==> src/rtl/psum_add_tree.sv <==
// ----------------------------------------------------------------------------
// psum_add_tree : registered signed adder tree with multi-pass psum accumulator
// Revision      : 1.0
// ----------------------------------------------------------------------------
`timescale 1ns/1ps
`default_nettype none

module psum_add_tree #(
   parameter int DWIDTH    = 32,
   parameter int PE_DWIDTH = 16,
   parameter int NUM_PE    = 9,
   parameter bit SAT_EN    = 1'b1
) (
   input  logic                          clk,
   input  logic                          rst,
   input  logic                          in_valid,
   input  logic [NUM_PE*PE_DWIDTH-1:0]   pe_data,
   input  logic [DWIDTH-1:0]             psum_in,
   input  logic [7:0]                    acc_len,
   input  logic                          clr,
   output logic                          out_valid,
   output logic [DWIDTH-1:0]             psum_out,
   output logic                          ovf,
   output logic                          busy
);

   localparam int LEVELS = $clog2(NUM_PE);

   function automatic int lvl_n(input int l);
      return (NUM_PE + (1 << l) - 1) >> l;
   endfunction

   // Bit offset of level l inside the flattened {tree levels, leaves} vector.
   function automatic int lvl_off(input int l);
      int s;
      s = 0;
      for (int k = 0; k < l; k++) s += lvl_n(k) * DWIDTH;
      return s;
   endfunction

   localparam int LEAF_W = NUM_PE * DWIDTH;
   localparam int ALL_W  = lvl_off(LEVELS + 1);
   localparam int TREE_W = ALL_W - LEAF_W;
   localparam int ROOT   = lvl_off(LEVELS);

   localparam logic [DWIDTH-1:0] c_sat_max = {1'b0, {(DWIDTH-1){1'b1}}};
   localparam logic [DWIDTH-1:0] c_sat_min = {1'b1, {(DWIDTH-1){1'b0}}};

   logic [LEAF_W-1:0]  w_leaf;
   logic [TREE_W-1:0]  w_tree_nxt;
   logic [TREE_W-1:0]  r_tree;
   logic [ALL_W-1:0]   w_all;

   logic [LEVELS-1:0]  r_vld;
   logic [DWIDTH-1:0]  r_psum_d [LEVELS];
   logic [7:0]         r_len_d  [LEVELS];

   logic [7:0]         r_cnt;
   logic [7:0]         r_len;
   logic [DWIDTH-1:0]  r_acc;
   logic [DWIDTH-1:0]  r_psum_out;
   logic               r_out_valid;
   logic               r_ovf;

   logic               w_beat;
   logic               w_first;
   logic               w_close;
   logic               w_ovf;
   logic [7:0]         w_len;
   logic [DWIDTH-1:0]  w_base;
   logic [DWIDTH-1:0]  w_tree_sum;
   logic [DWIDTH:0]    w_sum_ext;
   logic [DWIDTH-1:0]  w_acc_nxt;

   for (genvar i = 0; i < NUM_PE; i++) begin : g_leaf
      assign w_leaf[i*DWIDTH +: DWIDTH] =
         {{(DWIDTH-PE_DWIDTH){pe_data[(i+1)*PE_DWIDTH-1]}}, pe_data[i*PE_DWIDTH +: PE_DWIDTH]};
   end

   assign w_all = {r_tree, w_leaf};

   for (genvar l = 1; l <= LEVELS; l++) begin : g_lvl
      localparam int N_IN  = lvl_n(l - 1);
      localparam int N_OUT = lvl_n(l);
      localparam int SRC   = lvl_off(l - 1);
      localparam int DST   = lvl_off(l) - LEAF_W;
      for (genvar j = 0; j < N_OUT; j++) begin : g_node
         if (2*j + 1 < N_IN) begin : g_pair
            assign w_tree_nxt[DST + j*DWIDTH +: DWIDTH] =
               w_all[SRC + 2*j*DWIDTH +: DWIDTH] + w_all[SRC + (2*j+1)*DWIDTH +: DWIDTH];
         end else begin : g_pass
            assign w_tree_nxt[DST + j*DWIDTH +: DWIDTH] = w_all[SRC + 2*j*DWIDTH +: DWIDTH];
         end
      end
   end

   assign w_tree_sum = w_all[ROOT +: DWIDTH];

   // Tree data is left running on clr; only the valid bits decide what counts.
   always_ff @(posedge clk or posedge rst) begin
      if (rst) begin
         r_tree <= '0;
         r_vld  <= '0;
         for (int k = 0; k < LEVELS; k++) begin
            r_psum_d[k] <= '0;
            r_len_d[k]  <= '0;
         end
      end else begin
         r_tree      <= w_tree_nxt;
         r_vld[0]    <= in_valid & ~clr;
         r_psum_d[0] <= psum_in;
         r_len_d[0]  <= acc_len;
         for (int k = 1; k < LEVELS; k++) begin
            r_vld[k]    <= r_vld[k-1] & ~clr;
            r_psum_d[k] <= r_psum_d[k-1];
            r_len_d[k]  <= r_len_d[k-1];
         end
      end
   end

   assign w_beat  = r_vld[LEVELS-1];
   assign w_first = (r_cnt == 8'd0);
   assign w_len   = w_first ? ((r_len_d[LEVELS-1] == 8'd0) ? 8'd1 : r_len_d[LEVELS-1]) : r_len;
   assign w_base  = w_first ? r_psum_d[LEVELS-1] : r_acc;
   assign w_close = (r_cnt == w_len - 8'd1);

   assign w_sum_ext = {w_base[DWIDTH-1], w_base} + {w_tree_sum[DWIDTH-1], w_tree_sum};
   assign w_ovf     = w_sum_ext[DWIDTH] ^ w_sum_ext[DWIDTH-1];

   always_comb begin
      w_acc_nxt = w_sum_ext[DWIDTH-1:0];
      if (SAT_EN && w_ovf) w_acc_nxt = w_sum_ext[DWIDTH] ? c_sat_min : c_sat_max;
   end

   always_ff @(posedge clk or posedge rst) begin
      if (rst) begin
         r_cnt       <= '0;
         r_len       <= '0;
         r_acc       <= '0;
         r_psum_out  <= '0;
         r_out_valid <= 1'b0;
         r_ovf       <= 1'b0;
      end else if (clr) begin
         r_cnt       <= '0;
         r_len       <= '0;
         r_acc       <= '0;
         r_psum_out  <= '0;
         r_out_valid <= 1'b0;
         r_ovf       <= 1'b0;
      end else begin
         r_out_valid <= 1'b0;
         if (w_beat) begin
            r_acc <= w_acc_nxt;
            if (w_ovf) r_ovf <= 1'b1;
            if (w_first) r_len <= w_len;
            if (w_close) begin
               r_out_valid <= 1'b1;
               r_psum_out  <= w_acc_nxt;
               r_cnt       <= 8'd0;
            end else begin
               r_cnt <= r_cnt + 8'd1;
            end
         end
      end
   end

   assign out_valid = r_out_valid;
   assign psum_out  = r_psum_out;
   assign ovf       = r_ovf;
   assign busy      = (|r_vld) | (r_cnt != 8'd0);

endmodule

`default_nettype wire

==> config.mk <==
export PLATFORM = sky130hd
export DESIGN_NAME = psum_add_tree
export DESIGN_NICKNAME = d
export VERILOG_FILES = /design/src/rtl/psum_add_tree.sv
export SDC_FILE = /design/constraint.sdc
export NUM_CORES = 1
export LEC_CHECK = 0
export CORE_MARGIN = 2
export CORE_UTILIZATION = 63
export DETAILED_ROUTE_END_ITERATION = 10
export PLACE_DENSITY = 0.87
export SLEW_MARGIN = 20
export SYNTH_ARGS = -nofsm -noshare
export SYNTH_HDL_FRONTEND = slang
export SYNTH_SLANG_ARGS = --single-unit
==> constraint.sdc <==
create_clock -name clk -period 27.6 [get_ports clk]
set_clock_uncertainty 0.15 [all_clocks]
set_input_delay 5.52 -clock clk [delete_from_list [all_inputs] [get_ports clk]]
set_output_delay 5.52 -clock clk [all_outputs]
set_load 0.02 [all_outputs]
## After elaboration in Yosys (flattened, before gate mapping)

Index checks and enable logic that the tools add are counted.

| storage, ports and cells | value |
|---|---|
| register bits | 598 |
| input bits | 188 |
| output and inout bits | 35 |
| logic and storage cells | 68 |

| operators by class | value |
|---|---|
| add/sub/neg operators | 11 |
| equality and inequality tests | 1 |
| muxes and demuxes | 22 |
| bitwise gates (word level) | 7 |
| reductions and logical operators | 11 |

Operators by type and width:

| operator | count |
|---|---|
| 2-to-1 mux 32 bit | 8 |
| adder 32 bit | 4 |
| adder 16 x 16 -> 17 bit | 4 |
| 2-to-1 mux 8 bit | 8 |
| adder 32 x 32 -> 33 bit | 1 |
| zero test 8 bit | 2 |
| adder 8 x 1 -> 8 bit (second input constant) | 1 |
| equality test 8 bit | 1 |
| nonzero test 2 bit | 4 |
| nonzero test 8 bit | 1 |
| subtractor 8 x 1 -> 8 bit (second input constant) | 1 |
| 2-to-1 mux 1 bit | 6 |
| AND reduction 2 bit | 3 |
| bitwise AND 1 bit | 4 |
| OR reduction 4 bit | 1 |
| inverter 1 bit | 1 |
| OR 1 bit | 1 |
| XOR 1 bit | 1 |

## Logic depth before layout (Yosys ltp)

Gate-level depths: netlist of run 1.

| logic depth | value |
|---|---|
| depth in word-level cells | 8 |
| depth in mapped cells | 22 |
| gate-level depth less buffers | 18 |

## Least setup slack after synthesis of run 1

No wires, ideal clock.

| timing | value |
|---|---|
| kind | input port to flip-flop |
| start | input pe_data[97] |
| end | register r_tree[111] |
| library setup time | 0.080 ns |
| arrival | 7.406 ns |
| required time | 27.370 ns |
| slack | 19.964 ns |
| stages | 10 |
| buffers on the path | 0 |
| cell sequence | ha_1 -> a21o_1 -> a21oi_1 -> o21a_1 -> o21ai_0 -> a211oi_1 -> nor3_1 -> or3_1 -> a21oi_1 -> xnor2_1 |

| on the way | value |
|---|---|
| word-level cells in the longest chain between the ends | 1 |

RTL lines:

| element | RTL line | source |
|---|---|---|
| start: declaration | 17 | `input logic [NUM_PE*PE_DWIDTH-1:0] pe_data,` |
| adder 16 x 16 -> 17 bit | 90 | `w_all[SRC + 2*j*DWIDTH +: DWIDTH] + w_all[SRC + (2*j+1)*DWIDTH +: DWIDTH];` |
| via w_tree_nxt[111] | 50 | `logic [TREE_W-1:0] w_tree_nxt;` |
| end signal: assignment | 109 | `r_tree <= w_tree_nxt;` |
| end: declaration | 51 | `logic [TREE_W-1:0] r_tree;` |

The timed path passes the listed nets, and every way through them passes these cells.
A chain may end at the register's enable or synchronous reset.

## Final worst setup path of run 1

| timing | value |
|---|---|
| start | register r_cnt[4] |
| end | output busy |

| on the way | value |
|---|---|
| word-level cells in the longest chain between the ends | 2 |

RTL lines:

| element | RTL line | source |
|---|---|---|
| start: declaration | 58 | `logic [7:0] r_cnt;` |
| start signal: assignment | 161 | `r_cnt <= r_cnt + 8'd1;` |
| nonzero test 8 bit | 170 | `assign busy = (\|r_vld) \| (r_cnt != 8'd0);` |
| OR 1 bit | 170 |  |
| end: declaration | 24 | `output logic busy` |

Every way passes these cells.

==> flow_summary.yaml, run 1 <==
synthesis:
  synth_warnings: 0
  synth_top_area_share: 0.518
  ys.flop_type: "dfrtp_1"
  synth-seq-cells: 490
  synth_fp_nets: 2606
  synth_area_leaders: "dfrtp_1 52%, ha_1 10%, xnor2_1 4.0%"
  yosys-top-cells-count: "490 x dfrtp_1, 241 x nand2_1, 195 x ha_1"
  avgSynthCellArea_um2: 10.7
  syn-cell-area_um2: 23700
  yosysSeqAreaShare: 0.518
  synth_area_leader_cell: "dfrtp_1"
  yosysMostFrequentCell: "dfrtp_1"
  yosysUniqueCellTypes: 76
  synth-async-reset-ratio: 1.00
  syn_inst: 2214
  synth-edff-count: 0
setup_path:
  cp.required_ns: 21.93
  startpoint_type: "register"
  cp_max_fo: 46
  cp_data_arrival_time_ns: 3.07
  reg2reg_from: "r_cnt[4]"
  cp-end-kind: "primary output"
  r2r-end: "r_acc[17]"
  worstSetupPathType: "register to primary output"
  r2r_cells: 17
  rrSetupSlack_ns: 21.21
timing:
  tns_ns: 0
  slew_violations: 0
  setup_viol: 0
  rsz0062_at_grt: "no"
  finalCriticalPeriod_ns: 8.74
  timing.fmax_mhz: 114
  slew_headroom: 0.299
  hold_viol: 0
  worst_pin_slew_ns: 1.03
  period_share: 0.317
clock_tree:
  cts_root_buffer: "clkbuf_16"
  h-tree-depth: 2
  clkTransAtPathRegs_ns: 0.06
  cts_tree: "done"
  cts_made_buffers: 48
  post_cts_resized: 0
  post_cts_buffers: 0
  numClockSinks: 490
  clock_latency_ns: 0.58
  cts_buffer_depth: 3
  hold_buffers: 0
placed_design:
  gp_congestion: 0.910
  io_buffers: 222
  dp_cells: 2866
  hpwl_um: 38700
route:
  drt_iter0_drc: 1280
  drtPass1Iterations: 5
  postRouteAntennaNets: 0
  wl_um: 54300
  drc: 0
  wl_per_cell_um: 18.4
  vias_per_cell: 5.98
  vias: 17700
floorplan:
  dieArea_um2: 39100
  coreArea_um2: 37300
  fp.dieH_um: 198
  ioPinCount: 223
  die_w_um: 198
  fp-row-count: 71
  start_util: 0.634
worst_hold_path:
  whs_path_depth: 0
  min_path_type: "register to register"
  min_to: "r_psum_d[3]"
  worst_hold_startpoint: "r_psum_d[35]"
finish:
  drive_above_1_share: 0.0412
  finalNetCount: 2834
  utilization: 0.749
  fillers: 2415
  area_delta_synth_final_pct: 18.0
  finalNonFillerCells: 2953
global_routing:
  grt_max_degree: 115
  grt_pass1_vias: 17900
  busiest_layer: "met2"
  grt_pass1_wl_um: 88000
  grt_use_met3: 0.0465
  met1_usage: 0.340
  use_met2: 0.509
  grt.total_usage: 0.282
  grt.overflow.total: 0
  antenna_found_initial: 0
power_and_ir_drop:
  p_leak_uw: 0.0127
  p_per_area_nw_per_um2: 99.9
  vdd_drop_max_mv: 0.0465
run:
  drv_cap: 0
status:
  outcome: "finished, final reports clean"
[layout by cell type (no fill, tap or decap), types with 9 or more instances in the layout]
master	count
a2111oi_0	9
a211o_1	9
a211oi_1	31
a21o_1	47
a21oi_1	160
a31oi_1	9
and3_1	23
clkbuf_1	14
clkbuf_16	49
clkbuf_8	11
clkdlybuf4s50_1	222
dfrtp_1	490
fa_1	9
ha_1	195
inv_1	95
mux2i_1	12
nand2_1	240
nand2b_1	18
nand3_1	71
nor2_1	115
nor2b_1	38
nor3_1	45
nor4_1	9
o21a_1	21
o21ai_0	138
o21bai_1	19
o2bb2ai_1	31
o31ai_1	9
o41ai_1	18
or3_1	25
xnor2_1	109
xor2_1	37
[report_power, final]
part	switching, µW	internal [µW]
Combinational	735	489
Clock	267	385
Sequential	56.7	859
Total	1060	1730
[registers in the layout (all words and copies together) (netlist names), 4 cells and up]
name	cells
r_cnt	8
r_psum_d	128
r_len	8
r_vld	4
r_tree	244
psum_out	32
r_acc	32
r_len_d	32
[critical path, stage by stage (launching register included)]
cell and delay (ns):
dfrtp_1 0.47, or4_1 0.72, nor2_4 0.15, buf_4 0.48, nand2_1 0.11, clkdlybuf4s50_1 0.56
[per-stage QoR]
step / worst slack (ns) / hold slack (ns) / area, µm² / power, µW
after floorplan: 8.25 / 0.181 / 23700 / 1800
after global placement: 18.97 / 0.184 / 26300 / 2050
after detailed placement: 18.85 / 0.185 / 26300 / 2100
after CTS: 18.84 / 0.193 / 27900 / 2770
after global routing: 18.71 / 0.200 / 27900 / 2960
final: 18.86 / 0.193 / 27900 / 2790
[area by class of cell]
class | count | area, µm² | share of cell area
flip-flops and latches | 490 | 12300 | 0.439
multi-input cells | 1575 | 10800 | 0.388
repair buffers | 231 | 2290 | 0.0821
clock buffers | 74 | 1430 | 0.0512
well taps | 474 | 593 | 0.0212
inverters | 96 | 368 | 0.0132
clock inverters | 12 | 155 | 0.00555
diodes | 1 | 2.50 | 0.0000896
[layer usage]
metal  part of all wire  routed length [µm]
met5                  0                   0
met4              0.032                1730
met3              0.059                3180
met2               0.51               27600
met1               0.40               21900
[cells by family (layout without fill, tap and decap cells)]
group | Yosys count | count (layout) | share of synthesized area
flops | 490 | 490 | 0.518
xor+xnor | 146 | 146 | 0.0540
mux | 13 | 13 | 0.00555
compound gates | 577 | 577 | 0.159
buf+inv | 149 | 413 | 0.0251
other cells | 0 | 1 | 0
fa+ha+maj | 204 | 204 | 0.111
simple gates | 635 | 635 | 0.127
[how the worst max path moves through the flow]
stage / from / endpoint / slack [ns] / cells after the start
2_1_floorplan: rst / out_valid / 8.25 / 1
5_1_grt: r_cnt[4] / busy / 18.71 / 5
3_3_place_gp: rst / r_vld[0] / 18.97 / 4
4_1_cts: r_cnt[4] / busy / 18.84 / 5
6_report: r_cnt[4] / busy / 18.86 / 5
3_5_place_dp: rst / r_vld[0] / 18.85 / 4
Power figures use the tool's default switching activity.
==> inputs of run 2 (changes only) <==
--- a/config.mk
+++ b/config.mk
@@ -6,9 +6,9 @@
 export NUM_CORES = 1
 export LEC_CHECK = 0
 export CORE_MARGIN = 2
-export CORE_UTILIZATION = 63
+export CORE_UTILIZATION = 58
 export DETAILED_ROUTE_END_ITERATION = 10
-export PLACE_DENSITY = 0.87
+export PLACE_DENSITY = 0.81
 export SLEW_MARGIN = 20
 export SYNTH_ARGS = -nofsm -noshare
 export SYNTH_HDL_FRONTEND = slang
==> constraint.sdc (replaced) <==
create_clock -name clk -period 8.8 [get_ports clk]
set_clock_uncertainty 0.15 [all_clocks]
set_input_delay 1.76 -clock clk [delete_from_list [all_inputs] [get_ports clk]]
set_output_delay 1.76 -clock clk [all_outputs]
set_load 0.02 [all_outputs]
==> flow_summary.yaml, run 2 (same netlist as run 1, synthesis figures left out) <==
floorplan:
  fp-row-count: 74
  coreArea_um2: 40600
  dieArea_um2: 42400
  ioPinCount: 223
  die_w_um: 206
  start_util: 0.584
  fp.dieH_um: 206
status:
  outcome: "finished, final reports clean"
clock_tree:
  hold_buffers: 0
  cts_tree: "done"
  h-tree-depth: 2
  cts_buffer_depth: 3
  clock_latency_ns: 0.58
  post_cts_buffers: 0
  clkTransAtPathRegs_ns: 0.06
  post_cts_resized: 0
  cts_made_buffers: 49
  numClockSinks: 490
  cts_root_buffer: "clkbuf_16"
global_routing:
  antenna_found_initial: 1
  grt.total_usage: 0.261
  grt_pass1_vias: 17600
  grt_pass1_wl_um: 87900
  grt.overflow.total: 0
  grt_max_degree: 175
route:
  drc: 0
  vias_per_cell: 5.73
  drt_iter0_drc: 1180
  wl_um: 53800
  drtPass1Iterations: 7
  postRouteAntennaNets: 0
  vias: 17300
  wl_per_cell_um: 17.8
finish:
  finalNonFillerCells: 3017
  fillers: 2931
  finalNetCount: 2835
  final_common_cell: "dfrtp_1"
  utilization: 0.694
  largest_reg_flops: 244
  area_delta_synth_final_pct: 18.8
  drive_above_1_share: 0.0443
  mostFrequentLayoutCells: "490 x dfrtp_1, 240 x nand2_1, 222 x clkdlybuf4s50_1"
  top_register: "r_tree"
  reg.largest.list: "r_tree: 244 flops, r_psum_d: 128 flops"
setup_path:
  cp-end-kind: "register"
  cpLargestDelayFamily: "simple AND/OR/NAND/NOR gates"
  max_stage_delay_ns: 0.87
  rrSetupSlack_ns: 2.67
  r2r-end: "r_acc[19]"
  r2r_cells: 16
  crit_chain: "inv_1 -> ha_1 -> nor3b_1 -> nand2_2 -> nand2_1 -> nand2_1 -> ha_1 -> nand2_1 -> or4b_1 -> o21bai_1 -> a31o_2 -> o2bb2ai_1 -> o21ai_1 -> nand3_1 -> nand2_1 -> o21ai_0"
  cp_max_fo: 39
  cp.required_ns: 9.05
  reg2reg_from: "r_cnt[0]"
  critPathBufInv: 1
  cpMostUsedCell: "nand2_1"
  cp_data_arrival_time_ns: 6.38
  worstSetupPathType: "register to register"
  startpoint_type: "register"
  critPathSlowestCell: "nand2_1"
timing:
  finalCriticalPeriod_ns: 6.13
  period_share: 0.696
  rsz0062_at_grt: "no"
  setup_viol: 0
  timing.fmax_mhz: 163
  slew_violations: 0
  worst_pin_slew_ns: 1.01
  tns_ns: 0
  slew_headroom: 0.309
  hold_viol: 0
power_and_ir_drop:
  p_per_area_nw_per_um2: 311
  vdd_drop_max_mv: 0.186
  p_seq_frac: 0.328
  comb_power_share: 0.425
  p_leak_uw: 0.0127
  p_int_uw: 5530
  p_switching_uw: 3210
  clockPowerShare: 0.246
  swShare: 0.368
run:
  drv_cap: 0
placed_design:
  hpwl_um: 39500
  dp_cells: 2924
  io_buffers: 222
  gp_congestion: 0.916
worst_hold_path:
  min_path_type: "register to register"
  whs_path_depth: 0
  worst_hold_startpoint: "r_len_d[27]"
  min_to: "r_len_d[19]"
==> run 2: per-layer routing <==
| metal | routed length, µm | track usage | up-vias |
|---|---|---|---|
| li1 | - | - | 8344 |
| met1 | 22800 | 0.328 | 8331 |
| met2 | 26300 | 0.452 | 477 |
| met3 | 2650 | 0.0413 | 124 |
| met4 | 2010 | 0.103 | 0 |
| met5 | 0 | 0 | - |
==> run 2: cell type report <==
cell class	count	area [µm²]	area share
inverter	96	364	0.0129
clock buffer	75	1480	0.0525
sequential	490	12300	0.436
timing repair buffer	231	2300	0.0818
multi-input combinational	1575	10800	0.385
antenna	1	2.50	0.0000890
tap	532	666	0.0237
clock inverter	17	233	0.00827
==> run 2: how the worst max path moves through the flow <==
| stage | from | end | slack (ns) | depth (start not counted) |
|---|---|---|---|---|
| after global placement | r_cnt[4] | r_acc[30] | 2.84 | 14 |
| after floorplan | rst | out_valid | 0.25 | 1 |
| after global routing | r_cnt[0] | r_acc[24] | 2.16 | 16 |
| final | r_cnt[0] | r_acc[19] | 2.67 | 16 |
| after detailed placement | r_cnt[4] | r_acc[30] | 2.70 | 14 |
| after CTS | r_cnt[4] | r_acc[30] | 2.64 | 14 |
==> run 2: stage by stage <==
stage | worst slack (ns) | power (µW) | hold slack (ns) | cell area (µm²)
finish | 2.67 | 8740 | 0.195 | 28100
CTS | 2.64 | 8750 | 0.197 | 28100
global route | 2.16 | 9350 | 0.204 | 28100
detailed placement | 2.70 | 6530 | 0.185 | 26400
global placement | 2.84 | 6430 | 0.183 | 26400
floorplan | 0.245 | 5650 | 0.181 | 23700
==> run 2: worst reg2reg max path: stages (launching register included) <==
cell	delay, ns
dfrtp_1	0.46
inv_1	0.10
ha_1	0.15
nor3b_1	0.59
nand2_2	0.74
nand2_1	0.29
nand2_1	0.08
ha_1	0.34
nand2_1	0.13
or4b_1	0.46
o21bai_1	0.26
a31o_2	0.25
o2bb2ai_1	0.14
o21ai_1	0.35
nand3_1	0.35
nand2_1	0.87
o21ai_0	0.24
==> run 2: power groups by stage <==
stage / registers [µW] / logic [µW] / clock network, µW
finish: 2870 / 3720 / 2150
global route: 2910 / 4140 / 2300
CTS: 2870 / 3680 / 2200
detailed placement: 2910 / 3630 / 0
global placement: 2900 / 3530 / 0
floorplan: 2840 / 2810 / 0
==> inputs of run 3 (changes only) <==
==> constraint.sdc (replaced) <==
create_clock -name clk -period 6.3 [get_ports clk]
set_clock_uncertainty 0.15 [all_clocks]
set_input_delay 1.26 -clock clk [delete_from_list [all_inputs] [get_ports clk]]
set_output_delay 1.26 -clock clk [all_outputs]
set_load 0.02 [all_outputs]
==> flow_summary.yaml, run 3 (same netlist as run 1, synthesis figures left out) <==
setup_path:
  cp_max_fo: 44
  critPathBufInv: 2
  r2r-end: "r_acc[12]"
  reg2reg_from: "r_cnt[4]"
  cpLargestDelayFamily: "simple AND/OR/NAND/NOR gates"
  r2r_cells: 16
  worstSetupPathType: "register to register"
  cpMostUsedCell: "nand2_1"
  crit_chain: "or4_1 -> nor2_4 -> buf_4 -> nand2_1 -> nand2_1 -> ha_1 -> nand2_1 -> or4b_1 -> o21bai_1 -> a31o_2 -> o2bb2ai_1 -> o21ai_1 -> or3_1 -> buf_4 -> o2bb2a_1 -> o21ai_0"
  rrSetupSlack_ns: 0.96
  cp_data_arrival_time_ns: 5.67
  cp-end-kind: "register"
  critPathSlowestCell: "or4_1"
  startpoint_type: "register"
  max_stage_delay_ns: 0.72
  cp.required_ns: 6.63
global_routing:
  grt_pass1_vias: 17700
  grt.overflow.total: 0
  use_met2: 0.456
  busiest_layer: "met2"
  met1_usage: 0.328
  grt_pass1_wl_um: 88300
  grt.total_usage: 0.260
  antenna_found_initial: 2
  grt_use_met3: 0.0405
  grt_max_degree: 167
finish:
  finalNetCount: 2841
  utilization: 0.695
  area_delta_synth_final_pct: 19.1
  mostFrequentLayoutCells: "490 x dfrtp_1, 241 x nand2_1, 222 x clkdlybuf4s50_1"
  finalNonFillerCells: 3019
  final_common_cell: "dfrtp_1"
  drive_above_1_share: 0.0471
  largest_reg_flops: 244
  top_register: "r_tree"
  reg.largest.list: "r_tree: 244 flops, r_psum_d: 128 flops"
clock_tree:
  numClockSinks: 490
  clkTransAtPathRegs_ns: 0.07
  hold_buffers: 0
  cts_buffer_depth: 3
  cts_tree: "done"
  h-tree-depth: 2
  cts_root_buffer: "clkbuf_16"
  cts_made_buffers: 48
  clock_latency_ns: 0.57
  post_cts_buffers: 0
  post_cts_resized: 0
power_and_ir_drop:
  clockPowerShare: 0.244
  p_per_area_nw_per_um2: 436
  vdd_drop_max_mv: 0.256
  swShare: 0.372
  p_switching_uw: 4570
  p_leak_uw: 0.0128
  comb_power_share: 0.431
  p_int_uw: 7720
  p_seq_frac: 0.325
timing:
  worst_pin_slew_ns: 1.01
  period_share: 0.848
  finalCriticalPeriod_ns: 5.34
  hold_viol: 0
  setup_viol: 0
  rsz0062_at_grt: "no"
  slew_violations: 0
  timing.fmax_mhz: 187
  slew_headroom: 0.328
route:
  wl_um: 54200
  drtPass1Iterations: 7
  vias_per_cell: 5.74
  wl_per_cell_um: 18.0
  postRouteAntennaNets: 0
  drc: 0
  vias: 17300
  drt_iter0_drc: 1234
floorplan:
  start_util: 0.584
  coreArea_um2: 40600
  fp-row-count: 74
  ioPinCount: 223
  dieArea_um2: 42400
  die_w_um: 206
  fp.dieH_um: 206
run:
  drv_cap: 0
worst_hold_path:
  min_path_type: "register to register"
  min_to: "r_tree[232]"
  whs_path_depth: 0
  worst_hold_startpoint: "r_tree[136]"
placed_design:
  hpwl_um: 39500
  gp_congestion: 0.897
  io_buffers: 222
  dp_cells: 2931
status:
  outcome: "finished, final reports clean"
## run 3: cell count changes in the layout (fill, tap and decap cells not counted), moves of 2 or more
cell / delta
inv_6: -2
buf_4: +4
clkbuf_16: -3
bufinv_16: +2
clkbuf_8: -3
clkinv_4: +2
clkinv_2: +2
clkbuf_1: -7
buf_12: +3
clkinv_8: +3
## run 3: cell type report
type                    count  area, µm²
repair buffers            238       2390
clock inverters            25        359
diodes                      1       2.50
multi-input cells        1575      10800
flip-flops and latches    490      12300
fillers                  2907      12400
well taps                 532        666
clock buffers              62       1330
inverters                  96        364
## run 3: worst max-delay path by stage
stage / start / to / slack [ns] / cells after the start
3_3_place_gp: r_cnt[4] / r_acc[12] / 1.19 / 16
6_report: r_cnt[4] / r_acc[12] / 0.96 / 16
5_1_grt: r_cnt[4] / r_acc[28] / 0.59 / 16
4_1_cts: r_cnt[4] / r_acc[12] / 1.02 / 16
2_1_floorplan: rst / out_valid / -1.75 / 1
3_5_place_dp: r_cnt[4] / r_acc[12] / 1.04 / 16
## run 3: power groups by stage
stage / clock [µW] / sequential, µW / combinational [µW]
6_report: 3000 / 3990 / 5290
5_1_grt: 3190 / 4050 / 5860
4_1_cts: 3050 / 4000 / 5210
3_5_place_dp: 0 / 4040 / 5140
3_3_place_gp: 0 / 4040 / 4980
2_1_floorplan: 0 / 3970 / 3920
## run 3: metrics by stage
step / setup WS (ns) / power (µW) / cell area [µm²] / setup TNS, ns / hold WS (ns)
floorplan: -1.75 / 7890 / 23700 / -859.76 / 0.181
global placement: 1.19 / 9020 / 26500 / 0 / 0.183
detailed placement: 1.04 / 9180 / 26500 / 0 / 0.185
CTS: 1.02 / 12300 / 28200 / 0 / 0.192
global route: 0.586 / 13100 / 28200 / 0 / 0.197
finish: 0.960 / 12300 / 28200 / 0 / 0.187
## run 3: layer usage
layer,routed length (µm),share of wire
met1,22800,0.42
met2,26700,0.49
met3,2960,0.055
met4,1740,0.032
met5,0,0
